## config.mk

```make
export PLATFORM = sky130hd
export DESIGN_NAME = uart_tx_scheduler
export DESIGN_NICKNAME = d
export VERILOG_FILES = /design/src/rtl/uart_pkg.sv /design/src/rtl/uart_tx_scheduler_rr_arbiter.sv /design/src/rtl/uart_tx_scheduler.sv
export SDC_FILE = /design/constraint.sdc
export NUM_CORES = 1
export LEC_CHECK = 0
export BUFFER_PORTS_ARGS = -buffer_cell sky130_fd_sc_hd__buf_2
export CAP_MARGIN = 20
export CORE_MARGIN = 3
export CORE_UTILIZATION = 35
export CTS_CLUSTER_SIZE = 20
export DETAILED_ROUTE_END_ITERATION = 10
export PLACE_DENSITY = 0.69
export SLEW_MARGIN = 0
export SYNTH_ARGS = -nofsm -noshare
export SYNTH_HDL_FRONTEND = slang
export SYNTH_SLANG_ARGS = --single-unit
export TNS_END_PERCENT = 1
```

## constraint.sdc

```tcl
create_clock -name clk -period 4.1 [get_ports clk]
set_input_delay 0.615 -clock clk [delete_from_list [all_inputs] [get_ports clk]]
set_output_delay 0.615 -clock clk [all_outputs]
set_load 0.005 [all_outputs]
```

## src/rtl/uart_pkg.sv

```systemverilog
// -----------------------------------------------------------------------------
// uart_pkg
// Shared types and default constants for the UART transmit scheduler.
//   sched_state_t       : scheduler FSM state encoding
//   DEFAULT_SIZE        : default byte width in bits
//   DEFAULT_NUM_REQ     : default number of requesters
//   DEFAULT_WDOG_CYCLES : default watchdog limit in clk cycles
// -----------------------------------------------------------------------------
package uart_pkg;

    typedef enum logic [1:0] {
        IDLE       = 2'd0,
        LAUNCH     = 2'd1,
        WAIT_START = 2'd2,
        WAIT_DONE  = 2'd3
    } sched_state_t;

    localparam int DEFAULT_SIZE        = 8;
    localparam int DEFAULT_NUM_REQ     = 4;
    localparam int DEFAULT_WDOG_CYCLES = 4096;

endpackage : uart_pkg

```

## src/rtl/uart_tx_scheduler_rr_arbiter.sv

```systemverilog
// -----------------------------------------------------------------------------
// rr_arbiter
// Combinational round-robin pick: scans req starting at 'pointer', wrapping
// modulo NUM_REQ, and returns the first set bit.
// Ports:
//   req     in  NUM_REQ  request vector
//   pointer in  IDX_W    index where the search starts
//   valid   out 1        at least one request is set
//   index   out IDX_W    winning requester index (0 when valid is low)
// -----------------------------------------------------------------------------
module rr_arbiter #(
    parameter int NUM_REQ = 4,
    parameter int IDX_W   = $clog2(NUM_REQ)
) (
    input  logic [NUM_REQ-1:0] req,
    input  logic [IDX_W-1:0]   pointer,
    output logic               valid,
    output logic [IDX_W-1:0]   index
);

    // NOTE: every output gets a default before the loop so no path through the
    // block leaves it unassigned; otherwise synthesis would infer a latch.
    always_comb begin
        valid = 1'b0;
        index = '0;
        for (int i = 0; i < NUM_REQ; i++) begin
            if (!valid && req[(int'(pointer) + i) % NUM_REQ]) begin
                valid = 1'b1;
                index = IDX_W'((int'(pointer) + i) % NUM_REQ);
            end
        end
    end

endmodule : rr_arbiter

```

## src/rtl/uart_tx_scheduler.sv

```systemverilog
// -----------------------------------------------------------------------------
// uart_tx_scheduler
// Shares one UART transmitter between NUM_REQ requesters. A round-robin winner
// is latched in IDLE, strobed to the transmitter in LAUNCH, and the FSM then
// follows tx_busy high (WAIT_START) and low again (WAIT_DONE) before the next
// grant. Optional watchdog: define UART_SCHED_WDOG_EN to abort a transfer whose
// transmitter handshake stalls for WDOG_CYCLES clocks; wdog_err is sticky.
// Ports:
//   clk        in  1               system clock
//   rst        in  1               synchronous active-high reset
//   req        in  NUM_REQ         per-requester send request (level)
//   req_data   in  NUM_REQ*SIZE    byte of requester i at [i*SIZE +: SIZE]
//   ack        out NUM_REQ         one-cycle accept pulse
//   tx_busy    in  1               transmitter busy flag
//   tx_en      out 1               one-cycle transmit strobe
//   data_in    out SIZE            byte presented to the transmitter
//   grant_id   out $clog2(NUM_REQ) current/last granted requester
//   sched_busy out 1               high in every state except IDLE
//   wdog_err   out 1               sticky watchdog error (0 without the macro)
// -----------------------------------------------------------------------------
module uart_tx_scheduler
    import uart_pkg::*;
#(
    parameter int SIZE        = DEFAULT_SIZE,
    parameter int NUM_REQ     = DEFAULT_NUM_REQ,
    parameter int WDOG_CYCLES = DEFAULT_WDOG_CYCLES
) (
    input  logic                       clk,
    input  logic                       rst,
    input  logic [NUM_REQ-1:0]         req,
    input  logic [NUM_REQ*SIZE-1:0]    req_data,
    output logic [NUM_REQ-1:0]         ack,
    input  logic                       tx_busy,
    output logic                       tx_en,
    output logic [SIZE-1:0]            data_in,
    output logic [$clog2(NUM_REQ)-1:0] grant_id,
    output logic                       sched_busy,
    output logic                       wdog_err
);

    localparam int IDX_W = $clog2(NUM_REQ);

    if (NUM_REQ < 2) begin : g_num_req_check
        $error("uart_tx_scheduler: NUM_REQ must be at least 2");
    end
    if (WDOG_CYCLES < 1) begin : g_wdog_check
        $error("uart_tx_scheduler: WDOG_CYCLES must be at least 1");
    end

    sched_state_t     state;
    logic [IDX_W-1:0] rr_ptr;     // where the next search starts
    logic             arb_valid;
    logic [IDX_W-1:0] arb_index;
    logic [IDX_W-1:0] next_ptr;

    rr_arbiter #(
        .NUM_REQ (NUM_REQ),
        .IDX_W   (IDX_W)
    ) u_rr_arbiter (
        .req     (req),
        .pointer (rr_ptr),
        .valid   (arb_valid),
        .index   (arb_index)
    );

    assign next_ptr = (arb_index == IDX_W'(NUM_REQ - 1)) ? '0 : arb_index + 1'b1;

`ifdef UART_SCHED_WDOG_EN
    localparam int WDOG_W = $clog2(WDOG_CYCLES + 1);

    logic [WDOG_W-1:0] wdog_cnt;
    logic              wdog_hit;

    // Counter is cleared on entering WAIT_START/WAIT_DONE, so it measures
    // time spent in the current wait state only.
    assign wdog_hit = (wdog_cnt == WDOG_W'(WDOG_CYCLES - 1));
`else
    assign wdog_err = 1'b0;
`endif

    // NOTE: all state and registered outputs use non-blocking assignments so
    // every branch reads pre-edge values and the block maps to plain flops.
    always_ff @(posedge clk) begin
        if (rst) begin
            state      <= IDLE;
            rr_ptr     <= '0;
            tx_en      <= 1'b0;
            ack        <= '0;
            data_in    <= '0;
            grant_id   <= '0;
            sched_busy <= 1'b0;
`ifdef UART_SCHED_WDOG_EN
            wdog_cnt   <= '0;
            wdog_err   <= 1'b0;
`endif
        end else begin
            // tx_en and ack are pulses: only the IDLE->LAUNCH edge raises them.
            tx_en <= 1'b0;
            ack   <= '0;

            case (state)
                IDLE: begin
                    // A busy transmitter blocks the grant and freezes rr_ptr.
                    if (arb_valid && !tx_busy) begin
                        state      <= LAUNCH;
                        grant_id   <= arb_index;
                        data_in    <= req_data[arb_index*SIZE +: SIZE];
                        rr_ptr     <= next_ptr;
                        tx_en      <= 1'b1;
                        ack        <= NUM_REQ'(1) << arb_index;
                        sched_busy <= 1'b1;
                    end
                end

                LAUNCH: begin
                    state <= WAIT_START;
`ifdef UART_SCHED_WDOG_EN
                    wdog_cnt <= '0;
`endif
                end

                WAIT_START: begin
                    if (tx_busy) begin
                        state <= WAIT_DONE;
`ifdef UART_SCHED_WDOG_EN
                        wdog_cnt <= '0;
                    end else if (wdog_hit) begin
                        state      <= IDLE;
                        sched_busy <= 1'b0;
                        wdog_err   <= 1'b1;
                    end else begin
                        wdog_cnt <= wdog_cnt + 1'b1;
`endif
                    end
                end

                WAIT_DONE: begin
                    if (!tx_busy) begin
                        state      <= IDLE;
                        sched_busy <= 1'b0;
`ifdef UART_SCHED_WDOG_EN
                    end else if (wdog_hit) begin
                        state      <= IDLE;
                        sched_busy <= 1'b0;
                        wdog_err   <= 1'b1;
                    end else begin
                        wdog_cnt <= wdog_cnt + 1'b1;
`endif
                    end
                end

                default: begin
                    state      <= IDLE;
                    sched_busy <= 1'b0;
                end
            endcase
        end
    end

endmodule : uart_tx_scheduler

```

After elaboration in Yosys (flattened, before gate mapping):

Cells that the tools add are included.

* register bits: 20
* bits of input ports: 39
* output and inout bits: 17
* word-level logic and storage cells: 75

* add/subtract/negate cells: 4
* magnitude comparators: 4
* eq/ne operators: 7
* shift-type cells: 2
* mux-type cells: 28
* bitwise operators: 5
* reductions and logical operators: 18

Operators with widths (number)
* $shiftx A32 B6 Y8: 1
* $mux W2: 8
* $mux W1: 14
* $lt A3 B4 Y1 const B: 3
* $bmux W1 S2: 4
* $pmux W2 S4: 1
* $reduce_or A2 Y1: 4
* $eq A2 B2 Y1 const B: 3
* $ne A2 B2 Y1 const B: 3
* $reduce_and A3 Y1: 2
* $add A2 B1 Y2 const B: 2
* $add A2 B2 Y2 const B: 2
* $logic_and A1 B1 Y1: 4
* $logic_not A1 Y1: 4
* $shl A1 B2 Y4 const A: 1
* $and A1 B1 Y1 const A: 3
* $lt A2 B3 Y1 const B: 1
* $reduce_or A3 Y1: 1
* $eq A2 B1 Y1 const B: 1
* $logic_not A2 Y1: 1
* $not A1 Y1: 2
* $pmux W1 S2: 1
* $reduce_and A2 Y1: 1
* $reduce_bool A2 Y1: 1

Logic depth before layout (Yosys ltp):

* depth after elaboration: 17
* depth in mapped cells: 8
* gate-level depth less buffers: 7

Cells and area by module:

Synthesis repeated with hierarchy kept, for this count alone.

* cells, all modules: 91
* area total of the unflattened synthesis: 1003.5 um^2

By module, submodules not included
* uart_tx_scheduler: times used 1, cells each 76, area each 925.9 um^2, sequential area each 400.4 um^2
* rr_arbiter: times used 1, cells each 15, area each 77.6 um^2, sequential area each 0.0 um^2

Worst setup path after synthesis:

No wires, ideal clock.

* path kind: input to register
* from: input req[3]
* to: register rr_ptr[0]
* setup time: 70 ps
* data arrival time: 1957 ps
* data required time: 4030 ps
* slack: 2073 ps
* cell stages on the path: 7
* buffers on the path: 1
* cells stage by stage: buf_4 > a221o_2 > nand2_1 > inv_1 > ha_1 > or3_1 > a21oi_1

* cells in the longest elaborated chain, start to end: 14
* elaborated cells between the ends (all ways): 30
* those cells by class: add/sub (1); eq/ne (1); mux (20); reduce/logical (8)

Ends and longest elaborated chain
* start, declared: RTL line uart_tx_scheduler.sv:30 `input logic [NUM_REQ-1:0] req,`
* $bmux W1 S2: RTL line uart_tx_scheduler_rr_arbiter.sv:27 `if (!valid && req[(int'(pointer) + i) % NUM_REQ]) begin`
* $mux W1 (not written as such): RTL line uart_tx_scheduler_rr_arbiter.sv:27
* $mux W1: RTL line uart_tx_scheduler_rr_arbiter.sv:27
* $logic_not A1 Y1: RTL line uart_tx_scheduler_rr_arbiter.sv:27
* $logic_and A1 B1 Y1: RTL line uart_tx_scheduler_rr_arbiter.sv:27
* $mux W1: RTL line uart_tx_scheduler_rr_arbiter.sv:27
* $logic_not A1 Y1: RTL line uart_tx_scheduler_rr_arbiter.sv:27
* $logic_and A1 B1 Y1: RTL line uart_tx_scheduler_rr_arbiter.sv:27
* $mux W1: RTL line uart_tx_scheduler_rr_arbiter.sv:27
* $logic_not A1 Y1: RTL line uart_tx_scheduler_rr_arbiter.sv:27
* $logic_and A1 B1 Y1: RTL line uart_tx_scheduler_rr_arbiter.sv:27
* $mux W2 (*): RTL line uart_tx_scheduler_rr_arbiter.sv:27
* net arb_index[1]: RTL line uart_tx_scheduler.sv:53 `logic [IDX_W-1:0] arb_index;`
* $eq A2 B2 Y1 (*): RTL line uart_tx_scheduler.sv:66 `assign next_ptr = (arb_index == IDX_W'(NUM_REQ - 1)) ? '0 : arb_index + 1'b1;`
* $mux W2 (*): RTL line uart_tx_scheduler.sv:66
* end signal, assigned: RTL line uart_tx_scheduler.sv:108 `rr_ptr <= next_ptr;`
* end, declared: RTL line uart_tx_scheduler.sv:51 `logic [IDX_W-1:0] rr_ptr;`

Mark *: on every way through the listed nets, which the timed path passes. The rest lies on a longest branch. The select of a mux whose other input is x is not followed.
A chain may end at the register's enable or synchronous reset.

Worst setup path after layout:

* from: register rr_ptr[1]
* to: register rr_ptr[0]

* cells in the longest elaborated chain, start to end: 14
* elaborated cells between the ends (all ways): 33
* those cells by class: add/sub (4); eq/ne (1); mux (20); reduce/logical (8)

Ends and longest elaborated chain (RTL line)
* $add A2 B1 Y2 or $bmux W1 S2 (tied branches): uart_tx_scheduler_rr_arbiter.sv:27, uart_tx_scheduler_rr_arbiter.sv:29
* $bmux W1 S2 or $mux W1 (tied branches): uart_tx_scheduler_rr_arbiter.sv:27
* $mux W1 (not written as such): uart_tx_scheduler_rr_arbiter.sv:27
* $mux W1 (not written as such) or $logic_not A1 Y1 (tied branches): uart_tx_scheduler_rr_arbiter.sv:27
* $logic_and A1 B1 Y1: uart_tx_scheduler_rr_arbiter.sv:27
* $mux W1: uart_tx_scheduler_rr_arbiter.sv:27
* $logic_not A1 Y1: uart_tx_scheduler_rr_arbiter.sv:27
* $logic_and A1 B1 Y1: uart_tx_scheduler_rr_arbiter.sv:27
* $mux W1: uart_tx_scheduler_rr_arbiter.sv:27
* $logic_not A1 Y1: uart_tx_scheduler_rr_arbiter.sv:27
* $logic_and A1 B1 Y1: uart_tx_scheduler_rr_arbiter.sv:27
* $mux W2 (*): uart_tx_scheduler_rr_arbiter.sv:27
* net arb_index[1]: uart_tx_scheduler.sv:53
* $eq A2 B2 Y1 (*): uart_tx_scheduler.sv:66
* $mux W2 (*): uart_tx_scheduler.sv:66

Marked as above.

==> out/results.txt <==
In this run the post-CTS setup repair buffer count came out at 0. For the final hold violation count, the log shows 0. For this run, design rule violations remaining after detail routing come to 0.

The worst slew margin relative to its limit came out at 66.6%. After detailed placement, the total cell area comes to 1420 um^2. The number of register bits inferred by synthesis works out to 20.

On the worst path, the slowest cell contributes a delay of 510 ps. The final estimated routing congestion in global placement was 0.791. Measured in cells, the most critical reg-to-reg path has a length of 7. For the latest clock arrival within the worst-skew pair, the log shows 300 ps.

The initial utilization of the core area, before any placement, comes to 36.9%. After routing the design area is 1470 um^2. The post-synthesis instance area is 1130 um^2, and the fraction of synthesized cell area taken by the top area cell type is 35.3%. TritonCTS built the clock tree.

The run gives 0 as the final count of pins violating max slew. Per report_power, the combinational group accounts for 36.7% of the total. The flow ran to the end, and the final reports show no timing, DRC or antenna violations.

The internal power contribution is 453 uW. After legalization and detailed placement, the total HPWL measured 2.19 mm. The run gives 1107 as the via count of the first global-routing pass. The maximum count of clock buffers along a single path came out at 2. The share of synthesized flip-flops with an asynchronous set or reset is 0%.

The die width was 62.9 um. In this run the clock root is driven by a clkbuf_4. The number of nets handed over by synthesis was 167.

Setup repair after global routing left no endpoint under its margin. The logs give 2270 ps for the worst path arrival time and 0.000705 uW for the standby leakage power. The count of clock tree sinks is 20.

The biggest area contributor in the post-synthesis netlist is dfxtp_1. Setup violations remaining at the end of the flow were counted as 0. The netlist uses 39 different library cells. The tools report the beginning of the worst register-to-register path as rr_ptr[1].

The most instantiated flip-flop cell in the synthesis netlist was dfxtp_1. Ratio of total power to cell area: 459 nW/um^2. The worst hold path was traced through 2 stages. For the count of nets left with antenna violations after detail routing, the log shows 0. The count of buffering cells on the critical path with inverters included came out at 1. The core box area was 3080 um^2; the reported net switching power was 222 uW.

The Yosys step of the flow raised 0 warnings. The maximum number of pins on one net before global-route repair came out at 13. The cell family contributing the most delay on the critical path is simple AND/OR/NAND/NOR gates. The first global-routing pass estimated 4.73 mm of wire.

The setup TNS is 0 ps, and the count of nets after finishing is 218. The share of total power consumed by net switching came out at 32.9%. Compared with the post-synthesis result, the final layout area differs by 29.5%. For the data required time of the critical path, the log shows 4340 ps. The signal on the critical path passes through nand2_1 -> a221o_2 -> nand2_1 -> inv_1 -> ha_1 -> or3_1 -> a21oi_1. The worst setup path is launched from a flop. The final route contains 1086 vias. The type of the worst setup path is flop to flop. The number of rows created at floorplan is 20. IR analysis of the VDD net gives a maximum drop of 0.206 mV. The fraction of final layout cells sized beyond drive strength 1 is 37.9%, and the proportion of power drawn by flip-flops and latches is 39.6%. Worst flop-to-flop path endpoint: rr_ptr[0]. Count of buffers from port buffering: 54.

The routed via count divided by cell count was 4.98; the post-cts sizing count was 0. The final layout contains routed wiring with a total length of 2.69 mm. The first detailed-routing pass took 4 iterations.

Across every metal layer, demand over resource in global routing totals 14.7%. Destination of the worst hold path: grant_id[1]. After synthesis, the cell types taking the most area are dfxtp_1 35%, mux2i_1 11%, a221o_1 4.4%. Prior to clock tree synthesis, the placed netlist has a worst setup slack of 1790 ps.

The total overflow left after global routing is 0. The run gives 1 as the count of H-tree levels built during CTS. The worst-case register-to-register setup slack came out at 2080 ps. The largest individual stage delay along the critical path comes from the cell dfxtp_1. Buffers inserted to repair hold after CTS numbered 0.

For the fmax, the log shows 0.494 GHz. The die covers 3960 um^2. Among the stages of the critical path, the cell type that occurs most often is nand2_1.

For the count of inserted antenna diode cells, the log shows 0. The max-cap violation count was 0. The vertical die dimension is 62.9 um. The worst path uses 49.3% of the clock period. Summing the sequential cell areas from Yosys gives 35.3% of the chip area. A synthesized cell averages 9.15 um^2. The logs give 2080 ps for the final worst slack and 23.6% for the clock share of power.

The clock-pin slew on the worst setup and hold paths is 120 ps. After technology mapping, the gate count stands at 124. The tools report the number of top-level design ports as 56. In this run the worst path has a maximum fanout of 9.

The sort of element at the end of the critical path was a flop. The type of the worst min-delay path is flop to flop. The actual slew at the worst max-slew pin is 501 ps, and the time the final worst path needs with I/O delays and setup is 2020 ps. The average wire length per cell after detail routing is 12.3 um, and the detailed router's first-iteration violation count is 85. TritonCTS created 3 clock buffers. Yosys mapped a number of flops with a built-in enable equal to 0. The tools report the source of the worst hold timing path as grant_id[1]. The number of antenna violations at the first check in global routing is 0.

For the final database, setup skew stands at 8.57 ps.
## Yosys cell counts, drive strengths merged, types with 2 or more instances
cell / number
nor2b: 2
ha: 4
buf: 5
clkbuf: 3
mux2i: 12
o21ai: 5
a21oi: 8
dfxtp: 20
nand3b: 2
o221ai: 3
nand2b: 2
nor3: 3
a221oi: 2
nand3: 2
nand2: 10
a221o: 6
o2bb2ai: 5
nor2: 8
inv: 8
and2: 2
## per-layer routing
metal	global-route usage, %	wire length [um]	vias up
met5	0	0	-
met4	5.79	19	0
met3	3.24	216	2
met2	25.7	1280	39
met1	17.2	1170	490
li1	-	-	555
## layout make-up
type | count | area (um^2)
Fill cell | 304 | 1610
Multi-Input combinational cell | 88 | 657
Sequential cell | 20 | 400
Timing Repair Buffer | 54 | 270
Tap cell | 44 | 55.1
Inverter | 8 | 35.0
Clock inverter | 1 | 30.0
Clock buffer | 3 | 22.5
## cells by family after synthesis
group           share of synthesized area, %
other cells                            0.330
mux                                     10.6
compound gates                          25.4
flops                                   35.3
fa+ha+maj                               4.41
simple gates                            17.2
buf+inv                                 6.84
## worst max-delay path by stage
stage,cells past startpoint,start,slack [ps],to
finish,7,rr_ptr[1],2080,rr_ptr[0]
detailed placement,8,req[0],1790,rr_ptr[0]
global placement,8,req[0],1860,rr_ptr[0]
floorplan,7,req[3],2070,rr_ptr[0]
CTS,7,rr_ptr[1],2050,rr_ptr[0]
global route,7,rr_ptr[0],1890,rr_ptr[0]
## worst reg2reg max path: stages, from the launching register on
cell,delay [ps]
dfxtp_1,510
nand2_1,110
a221o_2,400
nand2_1,200
inv_1,70
ha_1,170
or3_1,360
a21oi_1,130
## per-stage QoR
stage,total power (uW),hold WS (ps),util (%),cells
4_1_cts,686,475,47.8,218
3_5_place_dp,523,458,46.1,214
3_3_place_gp,514,452,46.1,214
2_1_floorplan,442,453,-,124
5_1_grt,731,509,47.8,218
6_report,675,482,47.8,218
## cells in the final DEF (no fill, tap or decap), types with 2 or more instances in the layout
| cell | instances |
|---|---|
| clkbuf_4 | 3 |
| nor3_1 | 2 |
| nand2_1 | 10 |
| nor2b_1 | 2 |
| nand3b_1 | 2 |
| nand3_1 | 2 |
| nor2_1 | 8 |
| a221oi_1 | 2 |
| o21ai_0 | 5 |
| inv_1 | 7 |
| mux2i_1 | 12 |
| o2bb2ai_1 | 5 |
| a221o_1 | 5 |
| ha_1 | 4 |
| o221ai_1 | 2 |
| a21oi_1 | 8 |
| buf_2 | 54 |
| dfxtp_1 | 20 |
| nand2b_1 | 2 |
## registers in the layout, indices dropped and copies added (netlist names)
signal	flops
ack	4
data_in	8
grant_id	2
rr_ptr	2
sched_busy	1
state	2
tx_en	1
## power groups by stage
stage,sequential (uW),clock [uW],combinational (uW)
after global routing,274,176,282
after detailed placement,271,0,252
after floorplan,262,0,180
after global placement,270,0,244
final,267,159,248
after CTS,268,166,252
No activity file was read; power rests on OpenSTA's default activity.
